[config.mk]
export PLATFORM = sky130hd
export DESIGN_NAME = pipeline_ctrl_flat
export DESIGN_NICKNAME = d
export VERILOG_FILES = /design/src/rtl/pipeline_ctrl_if.sv /design/src/rtl/pipeline_ctrl.sv /design/src/flat_wrapper.sv
export SDC_FILE = /design/constraint.sdc
export NUM_CORES = 1
export LEC_CHECK = 0
export CAP_MARGIN = 20
export CORE_UTILIZATION = 47
export DETAILED_ROUTE_END_ITERATION = 8
export PLACE_DENSITY = 0.94
export REMOVE_ABC_BUFFERS = 1
export SETUP_SLACK_MARGIN = 0.2
export SYNTH_ARGS = -nofsm -noshare
export SYNTH_HDL_FRONTEND = slang
export SYNTH_SLANG_ARGS = --single-unit
export TNS_END_PERCENT = 1
[constraint.sdc]
create_clock -name clk -period 3.8 [get_ports clk]
set_clock_uncertainty 0.2 [all_clocks]
set_input_delay 0.38 -clock clk [delete_from_list [all_inputs] [get_ports clk]]
set_output_delay 0.38 -clock clk [all_outputs]
set_load 0.03 [all_outputs]
[src/rtl/pipeline_ctrl_if.sv]
// rtl/pipeline_ctrl_if.sv - hazard inputs and stage controls of the pipeline sequencer.
// Counter outputs exist only when PIPE_CTRL_PERF_EN is defined.
interface pipeline_ctrl_if;
  logic [4:0] id_rs1_addr;
  logic [4:0] id_rs2_addr;
  logic       id_rs1_used;
  logic       id_rs2_used;
  logic [4:0] ex_rd_addr;
  logic       ex_rd_valid;
  logic       ex_is_load;
  logic       ex_jump_signal;
  logic       imem_ready;
  logic       dmem_req;
  logic       dmem_ack;
  logic       pc_en;
  logic       pc_sel_jump;
  logic       if_id_en;
  logic       if_id_flush;
  logic       id_ex_en;
  logic       id_ex_flush;
  logic       ex_mem_en;
  logic       mem_wb_en;
  logic [1:0] ctrl_state;
  logic       mem_timeout;
`ifdef PIPE_CTRL_PERF_EN
  logic [31:0] stall_cnt;
  logic [31:0] flush_cnt;
`endif

  modport master (
    output id_rs1_addr, id_rs2_addr, id_rs1_used, id_rs2_used,
    output ex_rd_addr, ex_rd_valid, ex_is_load, ex_jump_signal,
    output imem_ready, dmem_req, dmem_ack,
    input  pc_en, pc_sel_jump, if_id_en, if_id_flush, id_ex_en, id_ex_flush,
    input  ex_mem_en, mem_wb_en, ctrl_state, mem_timeout
`ifdef PIPE_CTRL_PERF_EN
    , input stall_cnt, flush_cnt
`endif
  );

  modport slave (
    input  id_rs1_addr, id_rs2_addr, id_rs1_used, id_rs2_used,
    input  ex_rd_addr, ex_rd_valid, ex_is_load, ex_jump_signal,
    input  imem_ready, dmem_req, dmem_ack,
    output pc_en, pc_sel_jump, if_id_en, if_id_flush, id_ex_en, id_ex_flush,
    output ex_mem_en, mem_wb_en, ctrl_state, mem_timeout
`ifdef PIPE_CTRL_PERF_EN
    , output stall_cnt, flush_cnt
`endif
  );
endinterface

[src/rtl/pipeline_ctrl.sv]
// rtl/pipeline_ctrl.sv - stall/flush sequencer for the 5-stage core.
// Optional stall/flush counters under PIPE_CTRL_PERF_EN.
module pipeline_ctrl #(
  parameter int STARTUP_CYCLES = 2,
  parameter int TIMEOUT_CYCLES = 255,
  parameter int CNT_W          = 8
) (
  input logic           clk,
  input logic           rst,
  pipeline_ctrl_if.slave bus
);

  typedef enum logic [1:0] {
    ST_STARTUP  = 2'd0,
    ST_RUN      = 2'd1,
    ST_MEM_WAIT = 2'd2
  } state_t;

  // Control vector order: pc_en, pc_sel_jump, if_id_en, if_id_flush,
  // id_ex_en, id_ex_flush, ex_mem_en, mem_wb_en.
  localparam logic [7:0] C_BUBBLE     = 8'b0001_0111;
  localparam logic [7:0] C_JUMP       = 8'b1101_0111;
  localparam logic [7:0] C_LOAD_USE   = 8'b0000_0111;
  localparam logic [7:0] C_FETCH_WAIT = 8'b0001_1011;
  localparam logic [7:0] C_RUN        = 8'b1010_1011;

  localparam logic [CNT_W-1:0] START_LAST = CNT_W'(STARTUP_CYCLES - 1);
  localparam logic [CNT_W-1:0] TO_LAST    = CNT_W'(TIMEOUT_CYCLES - 1);

  state_t           state;
  state_t           next_state;
  logic [CNT_W-1:0] cnt;
  logic             timeout_q;
  logic [7:0]       ctl;
  logic             advance;
  logic             waiting;
  logic             load_use;

  assign load_use = bus.ex_is_load & bus.ex_rd_valid & (bus.ex_rd_addr != 5'd0) &
                    ((bus.id_rs1_used & (bus.id_rs1_addr == bus.ex_rd_addr)) |
                     (bus.id_rs2_used & (bus.id_rs2_addr == bus.ex_rd_addr)));

  always_comb begin
    next_state = state;
    ctl        = 8'b0;
    advance    = 1'b0;
    waiting    = 1'b0;
    case (state)
      ST_RUN: begin
        if (bus.dmem_req && !bus.dmem_ack) next_state = ST_MEM_WAIT;
        else                               advance    = 1'b1;
      end
      ST_MEM_WAIT: begin
        if (!bus.dmem_ack) begin
          waiting = 1'b1;
        end else begin
          advance    = 1'b1;
          next_state = ST_RUN;
        end
      end
      ST_STARTUP: begin
        ctl = C_BUBBLE;
        if (cnt == START_LAST) next_state = ST_RUN;
      end
      default: begin
        ctl        = C_BUBBLE;
        next_state = ST_STARTUP;
      end
    endcase
    // A jump squashes the younger instructions, so it outranks a pending load-use stall.
    if (advance) begin
      if (bus.ex_jump_signal)  ctl = C_JUMP;
      else if (load_use)       ctl = C_LOAD_USE;
      else if (!bus.imem_ready) ctl = C_FETCH_WAIT;
      else                     ctl = C_RUN;
    end
    if (rst) ctl = 8'b0;
  end

  always_ff @(posedge clk or posedge rst) begin
    if (rst) begin
      state     <= ST_STARTUP;
      cnt       <= '0;
      timeout_q <= 1'b0;
    end else begin
      state <= next_state;
      if (state == ST_STARTUP && next_state == ST_STARTUP) begin
        cnt <= cnt + 1'b1;
      end else if (waiting) begin
        if (cnt != '1)       cnt       <= cnt + 1'b1;
        if (cnt >= TO_LAST)  timeout_q <= 1'b1;
      end else begin
        cnt <= '0;
      end
    end
  end

  assign {bus.pc_en, bus.pc_sel_jump, bus.if_id_en, bus.if_id_flush,
          bus.id_ex_en, bus.id_ex_flush, bus.ex_mem_en, bus.mem_wb_en} = ctl;
  assign bus.ctrl_state  = state;
  assign bus.mem_timeout = timeout_q;

`ifdef PIPE_CTRL_PERF_EN
  logic [31:0] stall_q;
  logic [31:0] flush_q;

  always_ff @(posedge clk or posedge rst) begin
    if (rst) begin
      stall_q <= 32'd0;
      flush_q <= 32'd0;
    end else begin
      if ((state == ST_RUN || state == ST_MEM_WAIT) && !ctl[7]) stall_q <= stall_q + 32'd1;
      if (advance && bus.ex_jump_signal)                         flush_q <= flush_q + 32'd1;
    end
  end

  assign bus.stall_cnt = stall_q;
  assign bus.flush_cnt = flush_q;
`endif

endmodule
[src/flat_wrapper.sv]
// flat-port wrapper written by rule: the top's interface ports become plain ports
module pipeline_ctrl_flat 
#(
  parameter int STARTUP_CYCLES = 2,
  parameter int TIMEOUT_CYCLES = 255,
  parameter int CNT_W          = 8
)
  (clk, rst, bus_id_rs1_addr, bus_id_rs2_addr, bus_id_rs1_used, bus_id_rs2_used, bus_ex_rd_addr, bus_ex_rd_valid, bus_ex_is_load, bus_ex_jump_signal, bus_imem_ready, bus_dmem_req, bus_dmem_ack, bus_pc_en, bus_pc_sel_jump, bus_if_id_en, bus_if_id_flush, bus_id_ex_en, bus_id_ex_flush, bus_ex_mem_en, bus_mem_wb_en, bus_ctrl_state, bus_mem_timeout);
  pipeline_ctrl_if bus_i ();
  input logic clk;
  input logic rst;
  input wire logic [$bits(bus_i.id_rs1_addr)-1:0] bus_id_rs1_addr;
  input wire logic [$bits(bus_i.id_rs2_addr)-1:0] bus_id_rs2_addr;
  input wire logic [$bits(bus_i.id_rs1_used)-1:0] bus_id_rs1_used;
  input wire logic [$bits(bus_i.id_rs2_used)-1:0] bus_id_rs2_used;
  input wire logic [$bits(bus_i.ex_rd_addr)-1:0] bus_ex_rd_addr;
  input wire logic [$bits(bus_i.ex_rd_valid)-1:0] bus_ex_rd_valid;
  input wire logic [$bits(bus_i.ex_is_load)-1:0] bus_ex_is_load;
  input wire logic [$bits(bus_i.ex_jump_signal)-1:0] bus_ex_jump_signal;
  input wire logic [$bits(bus_i.imem_ready)-1:0] bus_imem_ready;
  input wire logic [$bits(bus_i.dmem_req)-1:0] bus_dmem_req;
  input wire logic [$bits(bus_i.dmem_ack)-1:0] bus_dmem_ack;
  output wire logic [$bits(bus_i.pc_en)-1:0] bus_pc_en;
  output wire logic [$bits(bus_i.pc_sel_jump)-1:0] bus_pc_sel_jump;
  output wire logic [$bits(bus_i.if_id_en)-1:0] bus_if_id_en;
  output wire logic [$bits(bus_i.if_id_flush)-1:0] bus_if_id_flush;
  output wire logic [$bits(bus_i.id_ex_en)-1:0] bus_id_ex_en;
  output wire logic [$bits(bus_i.id_ex_flush)-1:0] bus_id_ex_flush;
  output wire logic [$bits(bus_i.ex_mem_en)-1:0] bus_ex_mem_en;
  output wire logic [$bits(bus_i.mem_wb_en)-1:0] bus_mem_wb_en;
  output wire logic [$bits(bus_i.ctrl_state)-1:0] bus_ctrl_state;
  output wire logic [$bits(bus_i.mem_timeout)-1:0] bus_mem_timeout;
  assign bus_i.id_rs1_addr = bus_id_rs1_addr;
  assign bus_i.id_rs2_addr = bus_id_rs2_addr;
  assign bus_i.id_rs1_used = bus_id_rs1_used;
  assign bus_i.id_rs2_used = bus_id_rs2_used;
  assign bus_i.ex_rd_addr = bus_ex_rd_addr;
  assign bus_i.ex_rd_valid = bus_ex_rd_valid;
  assign bus_i.ex_is_load = bus_ex_is_load;
  assign bus_i.ex_jump_signal = bus_ex_jump_signal;
  assign bus_i.imem_ready = bus_imem_ready;
  assign bus_i.dmem_req = bus_dmem_req;
  assign bus_i.dmem_ack = bus_dmem_ack;
  assign bus_pc_en = bus_i.pc_en;
  assign bus_pc_sel_jump = bus_i.pc_sel_jump;
  assign bus_if_id_en = bus_i.if_id_en;
  assign bus_if_id_flush = bus_i.if_id_flush;
  assign bus_id_ex_en = bus_i.id_ex_en;
  assign bus_id_ex_flush = bus_i.id_ex_flush;
  assign bus_ex_mem_en = bus_i.ex_mem_en;
  assign bus_mem_wb_en = bus_i.mem_wb_en;
  assign bus_ctrl_state = bus_i.ctrl_state;
  assign bus_mem_timeout = bus_i.mem_timeout;
  pipeline_ctrl #(.STARTUP_CYCLES(STARTUP_CYCLES), .TIMEOUT_CYCLES(TIMEOUT_CYCLES), .CNT_W(CNT_W)) u_core (.clk(clk), .rst(rst), .bus(bus_i));
endmodule
# --- Yosys cells after proc, flatten, opt, wreduce, memory -nomap -nowiden ---
# Index checks and enable logic that the tools add are counted.
totals:
  out_inout_bits: 11
  word_cells: 45
  ff_bits: 11
  in_bits: 25
classes:
  muxes: 18
  bitwise_logic: 7
  eq_ne: 7
  n_addsub: 1
  n_lt_le_gt_ge: 1
  reduce_logical: 8
ops:
  columns: ["op", "n"]
  rows:
  - ["8-bit 2-to-1 mux", 8]
  - ["5-bit equality test", 2]
  - ["8-bit by 1-bit adder with 8-bit output, second input constant", 1]
  - ["8-bit by 1-bit equality test with 1-bit output, second input constant", 1]
  - ["8-bit >= comparator, second input constant", 1]
  - ["8-bit inequality test, second input constant", 1]
  - ["2-bit 2-to-1 mux", 3]
  - ["2-bit one-hot mux with 3 select lines", 1]
  - ["1-bit bitwise AND", 5]
  - ["5-bit 2-to-1 mux", 1]
  - ["5-bit nonzero test", 1]
  - ["2-bit logical NOT", 2]
  - ["1-bit 2-to-1 mux", 4]
  - ["3-bit inequality test, second input constant", 1]
  - ["3-bit AND reduction", 1]
  - ["2-bit by 1-bit equality test with 1-bit output, second input constant", 1]
  - ["2-bit equality test, second input constant", 1]
  - ["1-bit logical AND", 2]
  - ["1-bit one-hot mux with 2 select lines", 1]
  - ["2-bit OR reduction", 1]
  - ["1-bit logical NOT", 1]
  - ["1-bit NOT", 1]
  - ["1-bit OR", 1]

# --- Depth between registers and ports, before layout ---
# Gate-level depths: netlist of run 1.
logic_depth:
  word_depth: 8
  ltp_mapped: 7
  depth_no_buf: 7

# --- Worst setup path before layout of run 1 ---
# Ideal clock, no wire load.
synth_timing:
  path_type: "flip-flop to output port"
  startpoint: "reg u_core.state[1], in the netlist u_core.bus.ctrl_state[1]"
  endpoint: "out bus_mem_wb_en"
  path_buffers: 1
  arrival_ns: 1.910
  setup_slack_ns: 1.310
  required_ns: 3.220
  stages_incl_launch_ff: 7
  cell_sequence: "dfrtp_1 inv_1 ha_1 o21a_1 o31ai_1 inv_1 buf_4"
synth_via:
  elab_chain_len: 5
  elab_cells_between_ends: 7
  cone_classes: "2 x eq/ne; 4 x mux; 1 x reduce/logical"
synth_lines:
  columns: ["item", "line", "text"]
  rows:
  - ["start, declared", "pipeline_ctrl.sv:30", "state_t state;"]
  - ["start signal, assigned", "pipeline_ctrl.sv:86", "state <= next_state;"]
  - ["2-bit by 1-bit equality test with 1-bit output or 2-bit equality test (tied branches)", "pipeline_ctrl.sv:48", "case (state)"]
  - ["2-bit OR reduction (no line)", null, null]
  - ["5-bit 2-to-1 mux", "pipeline_ctrl.sv:48", null]
  - ["8-bit 2-to-1 mux *", "pipeline_ctrl.sv:71", "if (advance) begin"]
  - ["8-bit 2-to-1 mux *", "pipeline_ctrl.sv:77", "if (rst) ctl = 8'b0;"]
  - ["end, declared", "flat_wrapper.sv:30", "output wire logic [$bits(bus_i.mem_wb_en)-1:0] bus_mem_wb_en;"]
# Mark *: on every way between the ends. The rest lies on a longest branch, timed or not.

# --- Worst setup path in the final report of run 1 ---
layout_timing:
  startpoint: "in bus_ex_rd_addr[1]"
  endpoint: "out bus_if_id_en"
layout_via:
  elab_chain_len: 8
  elab_cells_between_ends: 12
  cone_classes: "2 x eq/ne; 4 x mux; 5 x bitwise; 1 x reduce/logical"
layout_lines:
  columns: ["item", "line", "text"]
  rows:
  - ["start, declared", "flat_wrapper.sv:16", "input wire logic [$bits(bus_i.ex_rd_addr)-1:0] bus_ex_rd_addr;"]
  - ["5-bit equality test, on equally long branches", "pipeline_ctrl.sv:40, pipeline_ctrl.sv:41", null]
  - ["1-bit bitwise AND, on equally long branches", "pipeline_ctrl.sv:40, pipeline_ctrl.sv:41", null]
  - ["1-bit OR", "pipeline_ctrl.sv:40", "((bus.id_rs1_used & (bus.id_rs1_addr == bus.ex_rd_addr)) |"]
  - ["1-bit bitwise AND *", "pipeline_ctrl.sv:39", "assign load_use = bus.ex_is_load & bus.ex_rd_valid & (bus.ex_rd_addr != 5'd0) &"]
  - ["8-bit 2-to-1 mux *", "pipeline_ctrl.sv:73", "else if (load_use) ctl = C_LOAD_USE;"]
  - ["8-bit 2-to-1 mux *", "pipeline_ctrl.sv:72", "if (bus.ex_jump_signal) ctl = C_JUMP;"]
  - ["8-bit 2-to-1 mux *", "pipeline_ctrl.sv:71", null]
  - ["8-bit 2-to-1 mux *", "pipeline_ctrl.sv:77", null]
  - ["end, declared", "flat_wrapper.sv:25", "output wire logic [$bits(bus_i.if_id_en)-1:0] bus_if_id_en;"]
# Marked as above.

==> results.md, run 1 <==
- Status: finished, final reports clean
- Top Ports: 36
- Peak VDD IR: 0.355 mV
- Total CTS buffers: 3
- Final worst path period need: 3.24 ns
- Final nets: 177
- Final hold viol count: 0
- Initial Util: 0.502
- Crit path max fanout: 5
- Storage cell area: 275 µm²
- Clk slew on worst S/H paths: 0.08 ns
- # DRC: 0
- Synth top area share: 0.280
- Multi-input combinational cell area: 664 µm²
- Routed Antenna Nets: 0
- Core area: 0.00196 mm²
- Fin area: 0.00139 mm²
- Total global-route track usage: 0.224
- Number of synthesized register bits: 11
- WP data arrival: 2.66 ns
- Wirelength per Cell: 14.8 µm
- Max Slew Vio Count: 0
- Layout cells sized above 1: 0.0903
- Setup Buffers After CTS: 0
- Crit path launch type: input pin
- Critical path class: input pin to primary output
- Top post-synthesis cells by area: dfrtp_1 28%, xnor2_1 12%, ha_1 8.9%
- Bufs on Longest Clock Path: 2
- Synth cell types: 40
- DP Area: 0.00136 mm²
- Post-cts sizing count: 0
- Post-synth top area cell: dfrtp_1
- Synth Area per Inst: 9.29 µm²
- Number of fillers in the final layout: 157
- Sequential fraction of the synthesis area: 0.280
- First-pass GRT wire length: 3.51 mm
- Worst Tran Pin Value: 0.557 ns
- Period utilisation layout: 0.852
- Most common cell after layout, fill and taps aside: clkdlybuf4s50_1
- Cell Rows: 16
- Drt initial violations: 11
- Global route overflow: 0
- Gate Count Post-Synth: 106
- Worst EP required: 3.22 ns
- Die area: 0.00228 mm²
- DP Worst Slack: 0.543 ns
- Cell Count, Final, Fillers Out: 171
- Cell count after placement: 167
- Clk sink count: 11
- Largest net degree at the start of global routing: 13
- DIE HEIGHT: 47.8 µm
- Max_cap viols: 0
- Port bufs: 35
- Setup TNS: 0 ns
- CP endpoint kind: primary output
- Vias/cell: 5.64
- PD cells: 579 mW/mm²
- P&R area growth vs syn: 41.0%
- Area of the mapped netlist: 985 µm²
- Hold-fix buffers at CTS: 0
- Worst hold margin: 0.264 ns
- Synth warnings: 0
- CTS tree: yes
- Worst reg2reg setup slack: 1.51 ns
- Most frequent cells in the layout: 35 x clkdlybuf4s50_1, 13 x xnor2_1, 11 x dfrtp_1
- CTS H-Tree Depth: 1
- Final Setup Violations: 0
- DP Wirelength: 2.09 mm
- DRT Pass-1 Iters: 4
- Clock Latency Late Sink: 0.28 ns
- Routed wire length: 2.53 mm
- Die W: 47.8 µm
- Initial antenna violation count: 0
- Unrepaired setup endpoints after global routing: no
- Setup ws final: 0.564 ns
- CTS root buffer: clkbuf_4
- Worst slew margin: 0.626
- Routability congestion estimate: 0.764
- P_leak: 0.560 nW
- ANT cells: 0
- FMAX: 0.309 GHz
- Vias: 965
- Vias in the first global route: 910
- Class of the worst hold path: input pin to asynchronous set/reset pin
## synth_stat cells, drive strengths merged
cell type,number
nand3,3
xor2,2
ha,7
and3,1
o21ai,7
and2,2
and3b,1
o2bb2ai,1
nor2b,2
xnor2,13
a21o,2
nor4b,1
o211ai,2
o31ai,1
o21bai,1
nand2,2
o32ai,1
nand2b,2
nor2,7
o2111ai,1
a31oi,1
nor3,4
buf,1
dfrtp,11
a21oi,5
or4,1
and4b,2
a211oi,2
o22ai,2
o21a,1
nand4,3
nand3b,1
a31o,1
inv,10
mux2i,1
o32a,1
## flip-flops by register name, summed over array words and instances (netlist names)
register / count
u_core.cnt: 8
u_core.bus.mem_timeout: 1
u_core.bus.ctrl_state: 2
## through the flow
stage / util / power (mW)
floorplan: - / 0.551
global placement: 0.694 / 0.695
detailed placement: 0.694 / 0.724
CTS: 0.708 / 0.808
global route: 0.708 / 0.858
finish: 0.708 / 0.804
## logic make-up (layout without fill, tap and decap cells)
kind of cell             after synthesis  after routing  share of synthesized area
buffers and inverters                 11             49                     0.0458
AND/OR/NAND/NOR                       32             32                      0.203
XOR/XNOR                              15             15                      0.133
AO/OA/AOI/OAI                         29             29                      0.239
adder cells (fa/ha/maj)                7              7                     0.0889
flip-flops                            11             11                      0.280
multiplexers                           1              1                     0.0102
## power breakdown
part,switching [mW],internal [mW],total (mW)
logic,0.308,0.248,0.556
clock network,0.0429,0.0391,0.0820
registers,0.0288,0.138,0.167
## area by class of cell
cell class,count,share of cell area
clock inverter,1,0.00360
sequential,11,0.198
multi-input combinational,84,0.478
timing repair buffer,35,0.252
tap,27,0.0243
inverter,10,0.0270
clock buffer,3,0.0162
## layer usage
layer / wire [µm] / global-route usage
met1: 963 / 0.222
met2: 1310 / 0.438
met3: 209 / 0.0302
met4: 49 / 0.122
met5: 0 / 0
## path summary, 6_finish.rpt
path,from,endpoint,cells past startpoint
max in group asynchronous,rst,u_core.cnt[6]$_DFFE_PP0P_,2
worst max register to register,u_core.bus.ctrl_state[0]$_DFF_PP0_,u_core.cnt[1]$_DFFE_PP0P_,6
min in group clk,u_core.bus.mem_timeout$_DFFE_PP0P_,u_core.bus.mem_timeout$_DFFE_PP0P_,1
worst min register to register,u_core.bus.mem_timeout$_DFFE_PP0P_,u_core.bus.mem_timeout$_DFFE_PP0P_,1
worst min-delay path,rst,u_core.cnt[4]$_DFFE_PP0P_,2
worst max-delay path,bus_ex_rd_addr[1],bus_if_id_en,5
## critical path, cell delays in order
cell and delay (ns):
clkdlybuf4s50_1 0.47, or4_1 0.53, o2111ai_1 0.37, and4b_1 0.24
clkdlybuf4s50_1 0.66
No activity file was read; power rests on OpenSTA's default activity.
==> run 2: changes to the inputs <==
--- a/config.mk
+++ b/config.mk
@@ -8,7 +8,8 @@
 export CAP_MARGIN = 20
 export CORE_UTILIZATION = 47
 export DETAILED_ROUTE_END_ITERATION = 8
-export PLACE_DENSITY = 0.94
+export GPL_ROUTABILITY_DRIVEN = 0
+export PLACE_DENSITY = 0.84
 export REMOVE_ABC_BUFFERS = 1
 export SETUP_SLACK_MARGIN = 0.2
 export SYNTH_ARGS = -nofsm -noshare
==> run 2 against run 1 <==
  * Worst setup slack better by 0.030 ns
  * Register-to-register slack improved by 0.03 ns
  * Non-clock buffer count did not move
  * Via count decreased by 5.7%
  * Global-route usage decreased by 1.5 points
  * First-iteration DRC count grew 27%
  * Core utilization stayed put
  * Sequential share of layout area did not move
  * Die area unchanged
==> results.md, run 2 (same netlist as run 1, synthesis figures left out) <==
- Class of the worst hold path: input pin to asynchronous set/reset pin (unchanged)
- DRT Pass-1 Iters: 4 (unchanged)
- DP Wirelength: 2.00 mm (was 2.09 mm)
- Hold-fix buffers at CTS: 0 (unchanged)
- Largest net degree at the start of global routing: 13 (unchanged)
- WP data arrival: 2.63 ns (was 2.66 ns)
- Layout cells sized above 1: 0.0903 (unchanged)
- Worst EP required: 3.22 ns (about the same)
- Die area: 0.00228 mm² (unchanged)
- Max incr delay on CP: 0.67 ns (was 0.66 ns)
- Most frequent cells in the layout: 35 x clkdlybuf4s50_1, 13 x xnor2_1, 11 x dfrtp_1 (unchanged)
- Most frequent CP cell: clkdlybuf4s50_1 (unchanged)
- Final Setup Violations: 0 (unchanged)
- Vias: 910 (was 965)
- Final core occ: 0.708 (unchanged)
- CTS H-Tree Depth: 1 (unchanged)
- Global route overflow: 0 (unchanged)
- # DRC: 0 (unchanged)
- DIE HEIGHT: 47.8 µm (unchanged)
- Fin area: 0.00139 mm² (unchanged)
- Period utilisation layout: 0.844 (was 0.852)
- Core area: 0.00196 mm² (unchanged)
- PD cells: 575 mW/mm² (was 579 mW/mm²)
- Setup TNS: 0 ns (unchanged)
- Post-cts sizing count: 0 (unchanged)
- Drt initial violations: 14 (was 11)
- Worst path cell trace: clkdlybuf4s50_1, or4_1, o2111ai_1, and4b_1, clkdlybuf4s50_1 (unchanged)
- ANT cells: 0 (unchanged)
- Initial Util: 0.502 (unchanged)
- Max Slew Vio Count: 0 (unchanged)
- Clock Latency Late Sink: 0.27 ns (was 0.28 ns)
- Storage cell area: 275 µm² (unchanged)
- Bufs on Longest Clock Path: 2 (unchanged)
- Wirelength per Cell: 13.9 µm (was 14.8 µm)
- Vias in the first global route: 817 (was 910)
- FMAX: 0.312 GHz (was 0.309 GHz)
- Port bufs: 35 (unchanged)
- Unrepaired setup endpoints after global routing: no (unchanged)
- Routed wire length: 2.38 mm (was 2.53 mm)
- Crit path max fanout: 5 (unchanged)
- Final nets: 177 (unchanged)
- Buffers and inverters on the worst path: 2 (unchanged)
- Cell Rows: 16 (unchanged)
- Status: finished, final reports clean (unchanged)
- P&R area growth vs syn: 41.0% (unchanged)
- Max reg flops: 8 (unchanged)
- Max_cap viols: 0 (unchanged)
- DP Area: 0.00136 mm² (unchanged)
- Total CTS buffers: 3 (unchanged)
- CTS root buffer: clkbuf_4 (unchanged)
- Worst Tran Pin Value: 0.561 ns (was 0.557 ns)
- Total global-route track usage: 0.209 (was 0.224)
- Setup Buffers After CTS: 0 (unchanged)
- Worst slew margin: 0.623 (was 0.626)
- First-pass GRT wire length: 3.27 mm (was 3.51 mm)
- Peak VDD IR: 0.397 mV (was 0.355 mV)
- Clk slew on worst S/H paths: 0.08 ns (about the same)
- Routed Antenna Nets: 0 (unchanged)
- Crit path launch type: input pin (unchanged)
- P_leak: 0.560 nW (unchanged)
- Critical path class: input pin to primary output (unchanged)
- CP delay by family, top: buffers and inverters (unchanged)
- Biggest register: u_core.cnt (unchanged)
- Final hold viol count: 0 (unchanged)
- Multi-input combinational cell area: 664 µm² (unchanged)
- CP max-delay cell: clkdlybuf4s50_1 (unchanged)
- Top Ports: 36 (unchanged)
- Clk sink count: 11 (unchanged)
- Vias/cell: 5.32 (was 5.64)
- Die W: 47.8 µm (unchanged)
- CTS tree: yes (unchanged)
- Most common cell after layout, fill and taps aside: clkdlybuf4s50_1 (unchanged)
- Final worst path period need: 3.21 ns (was 3.24 ns)
- Number of fillers in the final layout: 162 (was 157)
- CP endpoint kind: primary output (unchanged)
- Initial antenna violation count: 0 (unchanged)
==> run 2: cell counts in the layout (fill, tap and decap cells not counted) <==
No cell type changed its count.
==> run 2: power breakdown <==
part	switching (mW)	leakage (nW)	internal, mW
Clock	0.0417	0.0177	0.0390
Combinational	0.304	0.392	0.247
Sequential	0.0278	0.150	0.138
Total	0.374	0.560	0.424
==> run 2: stage by stage <==
stage	setup slack, ns	hold slack [ns]	power (mW)	instances
final	0.594	0.231	0.798	171
after global routing	0.484	0.298	0.847	171
after CTS	0.584	0.248	0.802	171
after detailed placement	0.579	0.261	0.718	167
after global placement	0.621	0.261	0.697	167
after floorplan	1.33	0.0405	0.551	105
==> run 2: final cells by class <==
| cell class | instances | area share |
|---|---|---|
| repair buffers | 35 | 0.252 |
| well taps | 27 | 0.0243 |
| clock inverters | 1 | 0.00360 |
| inverters | 10 | 0.0270 |
| clock buffers | 3 | 0.0162 |
| flip-flops and latches | 11 | 0.198 |
| multi-input cells | 84 | 0.478 |
==> run 2: layer usage <==
metal	wire length [µm]	share of wire	vias up	GRT usage
met5	0	0	-	0
met1	959	0.40	411	0.237
met2	1150	0.48	40	0.368
met3	260	0.11	2	0.0415
li1	-	-	457	-
met4	14	0.0059	0	0.106
==> run 2: final timing paths <==
check,startpoint,endpoint,slack [ns],depth (start not counted)
setup / recovery,bus_ex_rd_addr[1],bus_if_id_en,0.59,5
hold / removal,rst,u_core.cnt[2]$_DFFE_PP0P_,0.23,2
setup reg to reg,u_core.bus.ctrl_state[0]$_DFF_PP0_,u_core.cnt[1]$_DFFE_PP0P_,1.54,6
hold reg to reg,u_core.bus.mem_timeout$_DFFE_PP0P_,u_core.bus.mem_timeout$_DFFE_PP0P_,0.28,1
max in group asynchronous,rst,u_core.bus.ctrl_state[0]$_DFF_PP0_,2.86,2
min in group clk,u_core.bus.mem_timeout$_DFFE_PP0P_,u_core.bus.mem_timeout$_DFFE_PP0P_,0.28,1
==> RTL edit: new RTL, config.mk and constraints of run 1 <==
`CNT_W` is set to 8 in 2 places; all go to 12.
--- a/src/rtl/pipeline_ctrl.sv
+++ b/src/rtl/pipeline_ctrl.sv
@@ -5,3 +5,3 @@
   parameter int TIMEOUT_CYCLES = 255,
-  parameter int CNT_W          = 8
+  parameter int CNT_W          = 12
 ) (
--- a/src/flat_wrapper.sv
+++ b/src/flat_wrapper.sv
@@ -5,3 +5,3 @@
   parameter int TIMEOUT_CYCLES = 255,
-  parameter int CNT_W          = 8
+  parameter int CNT_W          = 12
 )
Function: same outputs for any inputs over 10 cycles, from zero or initial values and one cycle with rst high; that may be too few to reach the edited logic, so the function may still have changed.
==> RTL edit against run 1 <==
- setup slack got worse by 0.013 ns
- via count increased by 30%
- synthesized area increased by 35%
- final area increased by 25%
- power decreased by 1.7%
- wire length increased by 26%
- sequential cell count increased by 4
- combinational power decreased by 11%
- largest power group unchanged
==> RTL edit: results (changes against run 1) <==
Power
  • Seq group: 0.206 mW (+23%)
  • Switching Share: 0.458 (-0.0132)
  • Clock power frac: 0.113 (+0.011)
  • Power per standard cell area: 456 nW/um^2 (-21%)
  • Maximum VDD drop: 422 uV (+19%)

Logic synthesis
  • Synth Area in Compound Gates: 0.300 (+0.0609)
  • Top post-synthesis cells by count: dfrtp_1 (15), xnor2_1 (12), inv_1 (11)
  • Multiplexer share of the synthesized area: 0.00752 (-0.00265)
  • Synth unique cells: 51 (+28%)
  • Synth Instances: 140 (+32%)
  • Sequential area share after synthesis: 0.282 (+0.00241)

Global routing
  • Largest net degree at the start of global routing: 16 (+3)
  • Global Route Usage Sum: 0.224 (+0.000248)
  • Met3 Usage GRT: 0.0445 (+0.0143)
  • Vias in the first global route: 1251 (+37%)
  • Met1 Use GR: 0.263 (+0.0403)
  • First-pass GRT wire length: 5.64 mm (+61%)

Cells and area
  • Comb_multi_in: 112 (+33%)
  • Footprint of the multi-input gates: 896 sq um (+35%)
  • Bufs w/o clock: 36 (+2.9%)
  • Final clock-cell share: 0.0152 (-0.00467)
  • Clock buffers: 4 (+1)
  • Max FFs per register: 12 (+4)
  • Proportion of layout cells with a drive suffix above 1: 0.118 (+0.0277)
  • Register share of the cell area: 0.216 (+0.0183)
  • P&R area growth vs syn: 30.3%
  • Nets@finish: 211 (+19%)

Routing
  • Met3 WL: 100 um (-52%)
  • Drt first pass iters: 5 (+1)
  • WL/cell: 15.3 um (+3.4%)
  • Via/cell ratio: 6.03 (+6.9%)
  • Met1 wire length: 1.33 mm (+38%)
  • Post-Route WL: 3.18 mm (+26%)

Placement
  • HPWL after DPL: 2.66 mm (+28%)
  • Placed Area: 1710 sq um (+25%)

Outcome
  • Outcome: completed

Timing
  • Worst slew pin tran: 0.603 ns (+0.0455 ns)

Setup path
  • Largest stage delay on the critical path: 0.72 ns (+0.06 ns)

Min path
  • Min-Delay Path Class: flip-flop to flip-flop
[RTL edit: cell count changes after synthesis, moves of 2 or more]
| cell | change |
|---|---|
| a211oi_2 | +2 |
| o31ai_1 | +2 |
| dfrtp_1 | +4 |
| o21ai_0 | +7 |
| nand4_1 | +2 |
| o21ai_1 | -7 |
| nand3_1 | +3 |
| nand2_1 | +2 |
| a31oi_1 | +3 |
| a21oi_1 | +5 |
[RTL edit: final timing paths]
kind	from	to	slack, ns	depth (start not counted)
setup reg to reg	u_core.bus.ctrl_state[0]	u_core.cnt[5]	1.55	6
setup / recovery	bus_ex_rd_addr[1]	bus_id_ex_en	0.55	5
max in group asynchronous	rst	u_core.cnt[8]	2.87	3
hold reg to reg	u_core.bus.mem_timeout	u_core.bus.mem_timeout	0.30	1
min in group asynchronous	rst	u_core.bus.ctrl_state[0]	0.35	3
hold / removal	u_core.bus.mem_timeout	u_core.bus.mem_timeout	0.30	1
